### config.mk
export PLATFORM = sky130hd
export DESIGN_NAME = mem_burst_arbiter
export DESIGN_NICKNAME = d
export VERILOG_FILES = /design/src/rtl/mem_burst_arbiter_pkg.sv /design/src/rtl/mem_burst_arbiter_rr_arbiter.sv /design/src/rtl/mem_burst_arbiter.sv
export SDC_FILE = /design/constraint.sdc
export NUM_CORES = 1
export LEC_CHECK = 0
export CAP_MARGIN = 20
export CORE_AREA = 3 3 322 324
export DETAILED_ROUTE_END_ITERATION = 6
export DIE_AREA = 0 0 325 327
export GPL_TIMING_DRIVEN = 0
export MAX_ROUTING_LAYER = met4
export SYNTH_ARGS = -nofsm -noshare
export SYNTH_HDL_FRONTEND = slang
export SYNTH_SLANG_ARGS = --single-unit
### constraint.sdc
create_clock -name mem_clk -period 5.17 [get_ports mem_clk]
set_input_delay 0.517 -clock mem_clk [delete_from_list [all_inputs] [get_ports mem_clk]]
set_output_delay 0.517 -clock mem_clk [all_outputs]
set_load 0.01 [all_outputs]
### src/rtl/mem_burst_arbiter_pkg.sv
// Shared encodings for mem_burst_arbiter: FSM states, slot/direction encoding, burst length width.
package mem_arb_pkg;

    localparam int LEN_BITS = 10;

    localparam logic DIR_RD = 1'b0;
    localparam logic DIR_WR = 1'b1;

    typedef enum logic [1:0] {
        ST_IDLE    = 2'd0,
        ST_BUSY_RD = 2'd1,
        ST_BUSY_WR = 2'd2,
        ST_RELEASE = 2'd3
    } arb_state_e;

    // Slot k = 2*ch + dir, so a channel's read slot always sits just below its write slot.
    function automatic int slot_of(input int ch, input logic dir);
        return 2 * ch + int'(dir);
    endfunction

endpackage

### src/rtl/mem_burst_arbiter_rr_arbiter.sv
// Round-robin picker: first requester at or after the pointer, searching upward with wrap.
// The pointer moves to one past the winner only when the caller accepts the grant.
module rr_arbiter #(
    parameter  int REQS  = 8,
    localparam int IDX_W = $clog2(REQS)
) (
    input  logic             clk_i,
    input  logic             rst_ni,
    input  logic [REQS-1:0]  req_i,
    input  logic             adv_i,
    output logic [IDX_W-1:0] grant_o,
    output logic             valid_o
);

    logic [IDX_W-1:0] ptr_q, ptr_d;
    int               idx;

    // Walk from the farthest candidate back to the pointer so the last hit is the nearest one.
    always_comb begin
        grant_o = '0;
        valid_o = 1'b0;
        idx     = 0;
        for (int i = REQS - 1; i >= 0; i--) begin
            idx = int'(ptr_q) + i;
            if (idx >= REQS) begin
                idx = idx - REQS;
            end
            if (req_i[idx]) begin
                grant_o = IDX_W'(idx);
                valid_o = 1'b1;
            end
        end
    end

    always_comb begin
        ptr_d = ptr_q;
        if (adv_i) begin
            if (grant_o == IDX_W'(REQS - 1)) begin
                ptr_d = '0;
            end else begin
                ptr_d = grant_o + IDX_W'(1);
            end
        end
    end

    always_ff @(posedge clk_i or negedge rst_ni) begin
        if (!rst_ni) begin
            ptr_q <= '0;
        end else begin
            ptr_q <= ptr_d;
        end
    end

endmodule

### src/rtl/mem_burst_arbiter.sv
// Shares one burst-engine port among NUM_CH DMA channels (one rd and one wr slot each), one burst at a time.
// Build option ARB_CH0_PRIORITY_EN: slots 0/1 (display channel) pre-empt round-robin arbitration.
//
//  state      | meaning
//  IDLE       | arbitrating; latch winner slot, len and addr on a grant
//  BUSY_RD    | read burst in flight for grant_slot
//  BUSY_WR    | write burst in flight for grant_slot
//  RELEASE    | one dead cycle after finish so the owner can drop or reissue its req
module mem_burst_arbiter
    import mem_arb_pkg::*;
#(
    parameter int NUM_CH        = 4,
    parameter int MEM_DATA_BITS = 64,
    parameter int ADDR_BITS     = 24
) (
    input  logic                            mem_clk,
    input  logic                            rst_n,
    input  logic                            mem_init_done,
    input  logic [NUM_CH-1:0]               ch_rd_req,
    input  logic [NUM_CH*LEN_BITS-1:0]      ch_rd_len,
    input  logic [NUM_CH*ADDR_BITS-1:0]     ch_rd_addr,
    input  logic [NUM_CH-1:0]               ch_wr_req,
    input  logic [NUM_CH*LEN_BITS-1:0]      ch_wr_len,
    input  logic [NUM_CH*ADDR_BITS-1:0]     ch_wr_addr,
    input  logic [NUM_CH*MEM_DATA_BITS-1:0] ch_wr_data,
    output logic [MEM_DATA_BITS-1:0]        ch_rd_data,
    output logic [NUM_CH-1:0]               ch_rd_data_valid,
    output logic [NUM_CH-1:0]               ch_wr_data_req,
    output logic [NUM_CH-1:0]               ch_rd_finish,
    output logic [NUM_CH-1:0]               ch_wr_finish,
    output logic                            rd_burst_req,
    output logic                            wr_burst_req,
    output logic [LEN_BITS-1:0]             rd_burst_len,
    output logic [LEN_BITS-1:0]             wr_burst_len,
    output logic [ADDR_BITS-1:0]            rd_burst_addr,
    output logic [ADDR_BITS-1:0]            wr_burst_addr,
    output logic [MEM_DATA_BITS-1:0]        wr_burst_data,
    input  logic                            rd_burst_data_valid,
    input  logic                            wr_burst_data_req,
    input  logic                            rd_burst_finish,
    input  logic                            wr_burst_finish,
    input  logic [MEM_DATA_BITS-1:0]        rd_burst_data
);

    localparam int SLOTS  = 2 * NUM_CH;
    localparam int SLOT_W = $clog2(SLOTS);
    localparam int CH_W   = SLOT_W - 1;

    logic [LEN_BITS-1:0]      rd_len_a  [NUM_CH];
    logic [LEN_BITS-1:0]      wr_len_a  [NUM_CH];
    logic [ADDR_BITS-1:0]     rd_addr_a [NUM_CH];
    logic [ADDR_BITS-1:0]     wr_addr_a [NUM_CH];
    logic [MEM_DATA_BITS-1:0] wr_data_a [NUM_CH];
    logic [SLOTS-1:0]         eligible;

    for (genvar c = 0; c < NUM_CH; c++) begin : g_unpack
        assign rd_len_a[c]  = ch_rd_len[c*LEN_BITS +: LEN_BITS];
        assign wr_len_a[c]  = ch_wr_len[c*LEN_BITS +: LEN_BITS];
        assign rd_addr_a[c] = ch_rd_addr[c*ADDR_BITS +: ADDR_BITS];
        assign wr_addr_a[c] = ch_wr_addr[c*ADDR_BITS +: ADDR_BITS];
        assign wr_data_a[c] = ch_wr_data[c*MEM_DATA_BITS +: MEM_DATA_BITS];
        // Zero-length requests are invisible to arbitration, so they never get a finish.
        assign eligible[slot_of(c, DIR_RD)] = ch_rd_req[c] && (rd_len_a[c] != '0);
        assign eligible[slot_of(c, DIR_WR)] = ch_wr_req[c] && (wr_len_a[c] != '0);
    end

    arb_state_e           state_q, state_d;
    logic [SLOT_W-1:0]    grant_slot_q, grant_slot_d;
    logic [LEN_BITS-1:0]  len_q, len_d;
    logic [ADDR_BITS-1:0] addr_q, addr_d;

    logic [SLOT_W-1:0] rr_grant;
    logic              rr_valid;
    logic              rr_adv;
    logic [SLOT_W-1:0] win_slot;
    logic              prio_hit;
    logic              grant_fire;
    logic [CH_W-1:0]   win_ch;
    logic              win_dir;

    rr_arbiter #(
        .REQS (SLOTS)
    ) u_rr (
        .clk_i   (mem_clk),
        .rst_ni  (rst_n),
        .req_i   (eligible),
        .adv_i   (rr_adv),
        .grant_o (rr_grant),
        .valid_o (rr_valid)
    );

`ifdef ARB_CH0_PRIORITY_EN
    always_comb begin
        win_slot = rr_grant;
        prio_hit = 1'b0;
        if (eligible[0]) begin
            win_slot = '0;
            prio_hit = 1'b1;
        end else if (eligible[1]) begin
            win_slot = SLOT_W'(1);
            prio_hit = 1'b1;
        end
    end
`else
    assign win_slot = rr_grant;
    assign prio_hit = 1'b0;
`endif

    // Priority grants leave the round-robin pointer where it was.
    assign grant_fire = (state_q == ST_IDLE) && mem_init_done && rr_valid;
    assign rr_adv     = grant_fire && !prio_hit;
    assign win_ch     = win_slot[SLOT_W-1:1];
    assign win_dir    = win_slot[0];

    always_comb begin
        state_d      = state_q;
        grant_slot_d = grant_slot_q;
        len_d        = len_q;
        addr_d       = addr_q;
        case (state_q)
            ST_IDLE: begin
                if (grant_fire) begin
                    grant_slot_d = win_slot;
                    if (win_dir == DIR_WR) begin
                        len_d   = wr_len_a[win_ch];
                        addr_d  = wr_addr_a[win_ch];
                        state_d = ST_BUSY_WR;
                    end else begin
                        len_d   = rd_len_a[win_ch];
                        addr_d  = rd_addr_a[win_ch];
                        state_d = ST_BUSY_RD;
                    end
                end
            end
            ST_BUSY_RD: begin
                if (!mem_init_done) begin
                    state_d = ST_IDLE;
                end else if (rd_burst_finish) begin
                    state_d = ST_RELEASE;
                end
            end
            ST_BUSY_WR: begin
                if (!mem_init_done) begin
                    state_d = ST_IDLE;
                end else if (wr_burst_finish) begin
                    state_d = ST_RELEASE;
                end
            end
            ST_RELEASE: state_d = ST_IDLE;
            default:    state_d = ST_IDLE;
        endcase
    end

    always_ff @(posedge mem_clk or negedge rst_n) begin
        if (!rst_n) begin
            state_q      <= ST_IDLE;
            grant_slot_q <= '0;
            len_q        <= '0;
            addr_q       <= '0;
        end else begin
            state_q      <= state_d;
            grant_slot_q <= grant_slot_d;
            len_q        <= len_d;
            addr_q       <= addr_d;
        end
    end

    logic [CH_W-1:0] g_ch;
    logic            busy_rd, busy_wr;
    logic            rd_live, wr_live;

    assign g_ch    = grant_slot_q[SLOT_W-1:1];
    assign busy_rd = (state_q == ST_BUSY_RD) && (grant_slot_q[0] == DIR_RD);
    assign busy_wr = (state_q == ST_BUSY_WR) && (grant_slot_q[0] == DIR_WR);
    // Calibration loss aborts silently: request and finish are both masked immediately.
    assign rd_live = busy_rd && mem_init_done;
    assign wr_live = busy_wr && mem_init_done;

    assign rd_burst_req  = rd_live && !rd_burst_finish;
    assign wr_burst_req  = wr_live && !wr_burst_finish;
    assign rd_burst_len  = busy_rd ? len_q  : '0;
    assign rd_burst_addr = busy_rd ? addr_q : '0;
    assign wr_burst_len  = busy_wr ? len_q  : '0;
    assign wr_burst_addr = busy_wr ? addr_q : '0;
    assign wr_burst_data = busy_wr ? wr_data_a[g_ch] : '0;
    assign ch_rd_data    = rd_burst_data;

    always_comb begin
        ch_rd_data_valid       = '0;
        ch_wr_data_req         = '0;
        ch_rd_finish           = '0;
        ch_wr_finish           = '0;
        ch_rd_data_valid[g_ch] = busy_rd && rd_burst_data_valid;
        ch_wr_data_req[g_ch]   = busy_wr && wr_burst_data_req;
        ch_rd_finish[g_ch]     = rd_live && rd_burst_finish;
        ch_wr_finish[g_ch]     = wr_live && wr_burst_finish;
    end

endmodule

==> results.yml, run 1 <==
run_status:
  status: "finished clean"
clocking:
  cts_buffer_depth: 2
  cts_root_buf: "clkbuf_16"
  clock_latency_ns: 0.32
  clk_pin_slew_ns: 0.07
  numCtsBuffers: 5
  htreeDepth: 2
  ctsHoldBuffers: 0
  cts.sinks: 42
  cts_tree: "done"
routing:
  wl_per_cell_um: 29.9
  antenna_left: 0
  viasPerCell: 3.90
  via_count: 12200
  drc_errors: 0
  drt_wl_total_um: 93500
  first_iter_violations: 905
  dr.pass1.iters: 5
worst_setup_path:
  critPathLaunchType: "primary input"
  path_class: "primary input to register"
  slowest_delay_ns: 1.06
  cp-end-kind: "register"
  worstPathBufferInverterCount: 2
  cpMostUsedCell: "a211oi_1"
  crit_cells: 12
  worstPathCellList: "clkdlybuf4s50_1 -> nor4_1 -> a311oi_1 -> a211oi_1 -> a211oi_1 -> o2bb2ai_1 -> a22o_1 -> a31o_2 -> nand2_2 -> clkbuf_4 -> o22ai_1 -> o22a_1"
  worstPathArrival_ns: 5.30
  r2r_cells: 14
  critPathRequiredTime_ns: 5.43
  cp_top_family: "compound AO/OA/AOI/OAI gates"
  cp_slowest_cell: "nor4_1"
  cp_max_fo: 10
power_and_ir_drop:
  p_leak_nw: 6.57
  seqPwrFrac_pct: 5.4
  netSwitchingFraction_pct: 59.2
  combinationalPowerShare_pct: 91.3
  intPower_mw: 5.13
  vdd_drop_max_v: 0.000533
  pwr-share-clk_pct: 3.3
  p_switching_mw: 7.45
  power_density_nw_per_um2: 691
  totalPowerFinal_mw: 12.6
synthesis:
  synth_edf_count: 0
  yosysWarnings: 0
  syn_avg_cell_area_um2: 8.83
  synth_cell_types: 73
  syn_inst: 959
  netlist_area_um2: 8470
  async_flop_share_pct: 100
  ys_ff_latch: 42
  synth_top_flop_cell: "dfrtp_1"
  synth-seq-area-share_pct: 12.4
  syn_nets: 1573
sta:
  max_slew_margin_pct: 15.3
  post-route-min-period_ns: 5.04
  hold_violations: 0
  worst_slew_pin_slew_ns: 1.26
  tns_ns: 0
  fin_crit_sh_pct: 97.5
  setup_violations: 0
  finClkSkew_ns: 0.00555
  report.final.slew_viol_count: 0
  max_clock_freq_mhz: 198
floorplan:
  initial_core_util_pct: 8.35
  fp.dieArea_um2: 106000
  ioPinCount: 821
  die_x_um: 325
  coreArea_um2: 101000
  chipHeight_um: 327
  rows: 117
place:
  gp_congestion: 0.961
  port_buffers: 756
  hpwlAfterDp_um: 82400
finish:
  finalNetCount: 2341
  syn2layout_area_growth_pct: 115
  layout-drive-gt1-share_pct: 14.9
  fill_cells: 11300
global_routing:
  grt_max_degree: 23
  overflow: 0
  grt_pass1_wl_um: 119000
  grt_pass1_vias: 12500
  track_usage_pct: 17.2
  antenna_found_initial: 46
worst_hold_path:
  hp-class: "primary input to asynchronous set/reset pin"
flow_run:
  drv_cap: 0
[logic make-up after synthesis]
kind of cell               synth area share (%)
muxes                                      31.1
DFF                                        12.4
AOI/OAI and AO/OA                          20.4
adders and majority gates                  1.03
and+or+nand+nor                            22.2
xor gates and xnor gates                  0.621
buffers and inverters                      12.3
[placed cells by master, fill, tap and decap left out, types with 13 or more instances in the layout]
| cell | instances |
|---|---|
| a211oi_1 | 21 |
| a21oi_1 | 28 |
| a22oi_1 | 16 |
| a311oi_1 | 13 |
| and2_1 | 40 |
| and3_1 | 100 |
| buf_2 | 16 |
| buf_4 | 76 |
| clkbuf_1 | 46 |
| clkdlybuf4s50_1 | 755 |
| dfrtp_1 | 42 |
| diode_2 | 27 |
| inv_1 | 18 |
| mux2i_1 | 63 |
| mux4_2 | 79 |
| nand2_1 | 70 |
| nor2_1 | 48 |
| o21ai_1 | 13 |
| o22a_1 | 23 |
| o22ai_1 | 13 |
[Yosys cell counts, drive strengths merged, types with 4 or more instances]
cell type	number	area share, %
a2111oi	6	0.62
a211oi	28	2.9
a21oi	28	1.7
a221o	8	0.95
a221oi	8	0.83
a22oi	16	1.4
a311oi	17	1.8
a31o	4	0.41
a31oi	10	0.96
a32o	7	0.83
and2	40	3.0
and3	100	7.4
buf	105	8.9
clkbuf	54	2.4
dfrtp	42	12
ha	7	1.0
inv	21	0.96
mux2	16	2.1
mux2i	67	7.9
mux4	79	21
nand2	73	3.3
nand2b	4	0.30
nand3	8	0.47
nand4	5	0.37
nor2	48	2.1
nor3	12	0.71
nor3b	11	0.98
nor4	23	2.3
nor4b	4	0.56
o21ai	25	1.5
o221ai	5	0.52
o22a	23	2.4
o22ai	13	0.96
xnor2	4	0.41
[final cells by class]
cell class                 instances  area, um^2  share of cell area, %
timing repair buffer             762        7640                   41.9
multi-input combinational        736        6530                   35.8
tap                             1368        1710                   9.39
sequential                        42        1050                   5.77
buffer                           158         970                   5.32
clock buffer                       6         129                  0.707
inverter                          22        86.3                  0.474
antenna                           27        67.6                  0.371
clock inverter                     2        37.5                  0.206
[per-stage QoR]
step	instance area, um^2	cells	hold WS (ns)	util [%]	setup slack (ns)
after global routing	18200	3120	0.228	18.0	-0.0407
after CTS	18100	3096	0.208	17.8	0.0131
after floorplan	8470	959	0.221	-	1.22
after detailed placement	17800	3087	0.509	17.6	-1.23
final	18200	3123	0.209	18.0	0.130
after global placement	17700	3083	0.504	17.5	-1.27
[path summary, 6_finish.rpt]
| path | startpoint | endpoint | slack [ns] |
|---|---|---|---|
| min | rst_n | len_q[1]$_DFFE_PN0P_ | 0.21 |
| max reg2reg | u_rr.ptr_q[0]$_DFFE_PN0P_ | addr_q[20]$_DFFE_PN0P_ | 0.16 |
| max | ch_rd_len[31] | addr_q[14]$_DFFE_PN0P_ | 0.13 |
| min in group mem_clk | addr_q[20]$_DFFE_PN0P_ | addr_q[20]$_DFFE_PN0P_ | 0.52 |
| max in group asynchronous | rst_n | addr_q[0]$_DFFE_PN0P_ | 4.36 |
| min reg2reg | addr_q[20]$_DFFE_PN0P_ | addr_q[20]$_DFFE_PN0P_ | 0.52 |
[power by group through the flow]
stage	Clock (mW)	Sequential, mW	Combinational [mW]
after global routing	0.445	0.700	12.2
after global placement	0	0.693	11.4
final	0.411	0.681	11.5
after CTS	0.436	0.686	11.6
after floorplan	0	0.579	6.08
after detailed placement	0	0.691	11.4
[per-layer routing]
layer	share of wire [%]	track usage, %	routed length, um
met5	0	-	0
met3	6.8	4.85	6350
met2	51	30.1	47300
met1	41	19.6	37900
met4	2.1	3.12	1960
[sequential cells by signal, indices dropped and copies added (netlist names)]
| register | cells |
|---|---|
| addr_q | 24 |
| grant_slot_q | 3 |
| len_q | 10 |
| state_q | 2 |
| u_rr.ptr_q | 3 |
[repair_timing]
item	in CTS	in global routing
endpoints found under the setup margin	40	39
pin swaps	1	0
endpoints found under the hold margin	0	0
gates resized for setup	26	16
buffers inserted	2	0
(Power assumes the default switching activity.)
==> run 2: changes to the inputs <==
CORE_AREA = 3 3 321 323   (was 3 3 322 324)
DIE_AREA = 0 0 324 326   (was 0 0 325 327)
==> run 2 against run 1 <==
Critical endpoint is now addr_q[15]$_DFFE_PN0P_. Sequential share of layout area about the same. Utilization rose by 0.13 points. Wire length is 0.31% higher. Total power decreased by 0.35%. Global-route usage increased by 0.077 points. Highest routed layer unchanged. Flip-flop and latch count did not move. Register-to-register slack worse by 0.03 ns. Largest power group unchanged. Sequential power rose by 1%. Setup slack barely moved. Clock power is 2% lower. Hold slack gained 0.0084 ns.
==> results.yml, run 2 (synthesized netlist as in run 1, its figures left out) <==
sta:
  max_slew_margin_pct: 26.3
  post-route-min-period_ns: 5.04
  setup_violations: 0
  worst_slew_pin_slew_ns: 1.11
  hold_violations: 0
  report.final.slew_viol_count: 0
  max_clock_freq_mhz: 198
  fin_crit_sh_pct: 97.5
  finClkSkew_ns: 0.00908
  hold_ws_ns: 0.218
worst_setup_path:
  worstPathCellList: "inv_1 -> clkbuf_2 -> ha_1 -> buf_2 -> clkbuf_1 -> a2111oi_0 -> nor4_2 -> buf_4 -> a311oi_1 -> and3_1 -> a211o_2 -> buf_6 -> buf_4 -> mux2i_1 -> o22a_1 -> o21ai_1"
  worstPathArrival_ns: 5.20
  cp-end-kind: "register"
  critPathLaunchType: "register"
  cp_slowest_cell: "a2111oi_0"
  cp_top_family: "compound AO/OA/AOI/OAI gates"
  r2r_setup_slack_ns: 0.13
  slowest_delay_ns: 0.71
  cp_max_fo: 10
  worstPathBufferInverterCount: 7
  path_class: "register to register"
  critPathRequiredTime_ns: 5.33
  cpMostUsedCell: "buf_4"
power_and_ir_drop:
  vdd_drop_max_v: 0.000527
  power_density_nw_per_um2: 692
  p_leak_nw: 6.57
  totalPowerFinal_mw: 12.5
global_routing:
  grt_max_degree: 24
  track_usage_pct: 17.2
  grt_pass1_wl_um: 118000
  antenna_found_initial: 51
  grt_pass1_vias: 12500
  overflow: 0
place:
  gp_congestion: 0.961
  hpwlAfterDp_um: 82800
  place_inst: 3017
  port_buffers: 756
finish:
  finalNetCount: 2341
  layout-drive-gt1-share_pct: 14.6
  final_cell_mix: "clkdlybuf4s50_1 (755), and3_1 (100), mux4_2 (79)"
  syn2layout_area_growth_pct: 114
  instances_no_fill: 3066
  fill_cells: 11300
  reg.largest.list: "addr_q x24, len_q x10"
  top_register: "addr_q"
  layout_commonest_cell: "clkdlybuf4s50_1"
  largest_register_ffs: 24
run_status:
  status: "finished clean"
clocking:
  numCtsBuffers: 5
  clk_pin_slew_ns: 0.08
  ctsHoldBuffers: 0
  cts.sinks: 42
  clock_latency_ns: 0.31
  htreeDepth: 2
  cts_root_buf: "clkbuf_16"
  cts_tree: "done"
  cts_buffer_depth: 2
worst_hold_path:
  hp-class: "primary input to asynchronous set/reset pin"
routing:
  first_iter_violations: 941
  wl_per_cell_um: 30.6
  via_count: 12300
  antenna_left: 0
  dr.pass1.iters: 5
  drc_errors: 0
  drt_wl_total_um: 93800
  viasPerCell: 4.02
floorplan:
  chipHeight_um: 326
  rows: 116
  initial_core_util_pct: 8.45
  fp.dieArea_um2: 106000
  die_x_um: 324
  ioPinCount: 821
  coreArea_um2: 100000
flow_run:
  drv_cap: 0
==> run 2: cell types whose count changed in the layout (fill, tap and decap cells not counted), moves of 2 or more <==
cell      previous run  this run
diode_2             27        40
mux2i_1             63        65
a311oi_1            13        16
nor4_2              10        12
a311oi_2             4         1
buf_2               16        14
nor4_4               3         1
==> run 2: where the power goes <==
part           internal [mW]  switching [mW]
Clock                  0.230           0.173
Combinational           4.37            7.08
Sequential             0.502           0.186
==> run 2: metal layers <==
layer	vias to the layer above	wire length, um	track usage (%)
li1	5293	-	-
met1	6114	36800	19.7
met2	853	48000	30.8
met3	78	7090	3.91
met4	0	1850	3.03
met5	-	0	-
==> run 2: through the flow <==
step	util [%]	cell area (um^2)	TNS (ns)	setup slack [ns]
after global placement	17.6	17700	-35.19	-1.25
final	18.1	18100	0	0.130
after floorplan	-	8470	0	1.22
after CTS	17.9	18000	0	0.00279
after global routing	18.1	18100	-0.525	-0.103
after detailed placement	17.7	17700	-32.07	-1.16
==> run 2: layout make-up <==
class / instances / area [um^2] / share of cell area, %
timing repair buffer: 763 / 7650 / 42.2
multi-input combinational: 736 / 6470 / 35.7
tap: 1298 / 1620 / 8.96
sequential: 42 / 1050 / 5.80
buffer: 157 / 967 / 5.34
clock buffer: 6 / 129 / 0.711
antenna: 40 / 100 / 0.553
inverter: 22 / 86.3 / 0.477
clock inverter: 2 / 37.5 / 0.207
==> run 2: worst paths after layout <==
check / from / endpoint / cells after the start
max: u_rr.ptr_q[0]$_DFFE_PN0P_ / addr_q[15]$_DFFE_PN0P_ / 16
min: rst_n / addr_q[7]$_DFFE_PN0P_ / 1
max reg2reg: u_rr.ptr_q[0]$_DFFE_PN0P_ / addr_q[15]$_DFFE_PN0P_ / 16
min reg2reg: addr_q[19]$_DFFE_PN0P_ / addr_q[19]$_DFFE_PN0P_ / 1
max in group asynchronous: rst_n / addr_q[0]$_DFFE_PN0P_ / 2
min in group mem_clk: addr_q[19]$_DFFE_PN0P_ / addr_q[19]$_DFFE_PN0P_ / 1
==> run 2: timing repair <==
item / in CTS / in global routing
pin swaps: 1 / 3
resized for setup: 25 / 8
hold endpoints to repair: 0 / 0
setup buffers: 0 / 3
endpoints found under the setup margin: 40 / 38
==> run 3: changes to the inputs <==
CAP_MARGIN = unset   (was 20)
==> run 3 against run 2 <==
Global-route usage hardly changed. Register-to-register slack better by 0.07 ns. Critical path depth is 1 lower. Hold slack worse by 0.0072 ns. Largest power group unchanged. Sequential share of layout area hardly changed. Critical path type unchanged. Clock skew is 0.0028 ns lower.
==> results.yml, run 3 (synthesized netlist as in run 1, its figures left out) <==
run_status:
  status: "finished clean"
finish:
  syn2layout_area_growth_pct: 113
  fill_cells: 11300
  reg.largest.list: "addr_q x24, len_q x10"
  ff_latch_area_um2: 1050
  largest_register_ffs: 24
  finalNetCount: 2339
  top_register: "addr_q"
  layout-drive-gt1-share_pct: 14.6
  layout_commonest_cell: "clkdlybuf4s50_1"
  post-route-util_pct: 18.0
  instances_no_fill: 3061
  final_cell_mix: "clkdlybuf4s50_1 (755), and3_1 (100), mux4_2 (79)"
  multi_input_area_um2: 6470
sta:
  tns_ns: 0
  post-route-min-period_ns: 4.97
  worst_slew_pin_slew_ns: 1.29
  max_clock_freq_mhz: 201
  finClkSkew_ns: 0.00626
  report.final.slew_viol_count: 0
  max_slew_margin_pct: 13.9
  hold_violations: 0
  setup_violations: 0
  fin_crit_sh_pct: 96.1
  hold_ws_ns: 0.211
place:
  gp_congestion: 0.961
  hpwlAfterDp_um: 82800
  place_inst: 3014
  port_buffers: 756
floorplan:
  initial_core_util_pct: 8.45
  rows: 116
  ioPinCount: 821
  coreArea_um2: 100000
  die_x_um: 324
  chipHeight_um: 326
  fp.dieArea_um2: 106000
routing:
  dr.pass1.iters: 5
  antenna_left: 0
  drt_wl_total_um: 93900
  wl_per_cell_um: 30.7
  via_count: 12300
  first_iter_violations: 840
  drc_errors: 0
  viasPerCell: 4.01
clocking:
  clock_latency_ns: 0.30
  htreeDepth: 2
  ctsHoldBuffers: 0
  cts_buffer_depth: 2
  cts_root_buf: "clkbuf_16"
  clk_pin_slew_ns: 0.08
  numCtsBuffers: 5
  cts_tree: "done"
  cts.sinks: 42
power_and_ir_drop:
  vdd_drop_max_v: 0.000639
  totalPowerFinal_mw: 12.5
  p_leak_nw: 6.55
  power_density_nw_per_um2: 690
worst_setup_path:
  worstPathCellList: "inv_1 -> clkbuf_2 -> ha_1 -> buf_2 -> inv_2 -> a311oi_1 -> nor3_1 -> nor3_1 -> mux2i_1 -> a22o_1 -> a31oi_2 -> buf_2 -> nand2_1 -> o22a_1 -> a31oi_1"
  worstPathBufferInverterCount: 5
  worstPathArrival_ns: 5.20
  cp_slowest_cell: "a31oi_2"
  cp_max_fo: 10
  r2r_setup_slack_ns: 0.20
  critPathRequiredTime_ns: 5.40
  r2r_end: "addr_q[5]$_DFFE_PN0P_"
  path_class: "register to register"
  critPathLaunchType: "register"
  slowest_delay_ns: 0.55
  cp-end-kind: "register"
  crit_start: "u_rr.ptr_q[0]$_DFFE_PN0P_"
  cp_top_family: "compound AO/OA/AOI/OAI gates"
  reg2reg_from: "u_rr.ptr_q[0]$_DFFE_PN0P_"
  r2r_cells: 15
global_routing:
  grt_pass1_wl_um: 119000
  overflow: 0
  grt_max_degree: 24
  grt_pass1_vias: 12800
  track_usage_pct: 17.3
  antenna_found_initial: 52
flow_run:
  drv_cap: 0
worst_hold_path:
  hp-class: "primary input to asynchronous set/reset pin"
[run 3: layout make-up]
cell class	instances	area share, %
diodes	37	0.512
plain buffers	158	5.41
clock buffers	6	0.713
clock inverters	2	0.208
inverters	22	0.478
multi-input cells	736	35.8
flip-flops and latches	42	5.82
well taps	1298	8.99
repair buffers	760	42.1
[run 3: how the worst max path moves through the flow]
stage	end	depth (start not counted)
3_5_place_dp	addr_q[19]$_DFFE_PN0P_	16
6_report	addr_q[5]$_DFFE_PN0P_	15
3_3_place_gp	addr_q[19]$_DFFE_PN0P_	16
5_1_grt	len_q[5]$_DFFE_PN0P_	12
4_1_cts	addr_q[2]$_DFFE_PN0P_	15
2_1_floorplan	addr_q[0]$_DFFE_PN0P_	18
[run 3: repair_timing]
action                     4_1_cts  5_1_grt
pin swaps                        1        4
setup endpoints to repair       40       38
resized for setup               26       11
setup buffers                    0        3
[run 3: routing by layer]
metal  vias to the layer above  track usage [%]  share of wire (%)
met5                         -                -                  0
met4                         0             4.07                2.4
met3                        71             3.85                6.9
met2                       769             30.5                 51
met1                      6136             19.6                 40
li1                       5299                -                  -
[run 3: stage by stage]
stage	setup slack, ns	area, um^2
floorplan	1.22	8470
global placement	-1.25	17700
detailed placement	-1.18	17700
CTS	0.0492	17900
global route	-0.00990	18100
finish	0.199	18100
[run 3: report_power, final]
part | internal, mW | total, mW | switching, mW
registers | 0.502 | 0.682 | 0.180
clock network | 0.230 | 0.402 | 0.172
logic | 4.34 | 11.4 | 7.03
total | 5.07 | 12.5 | 7.39
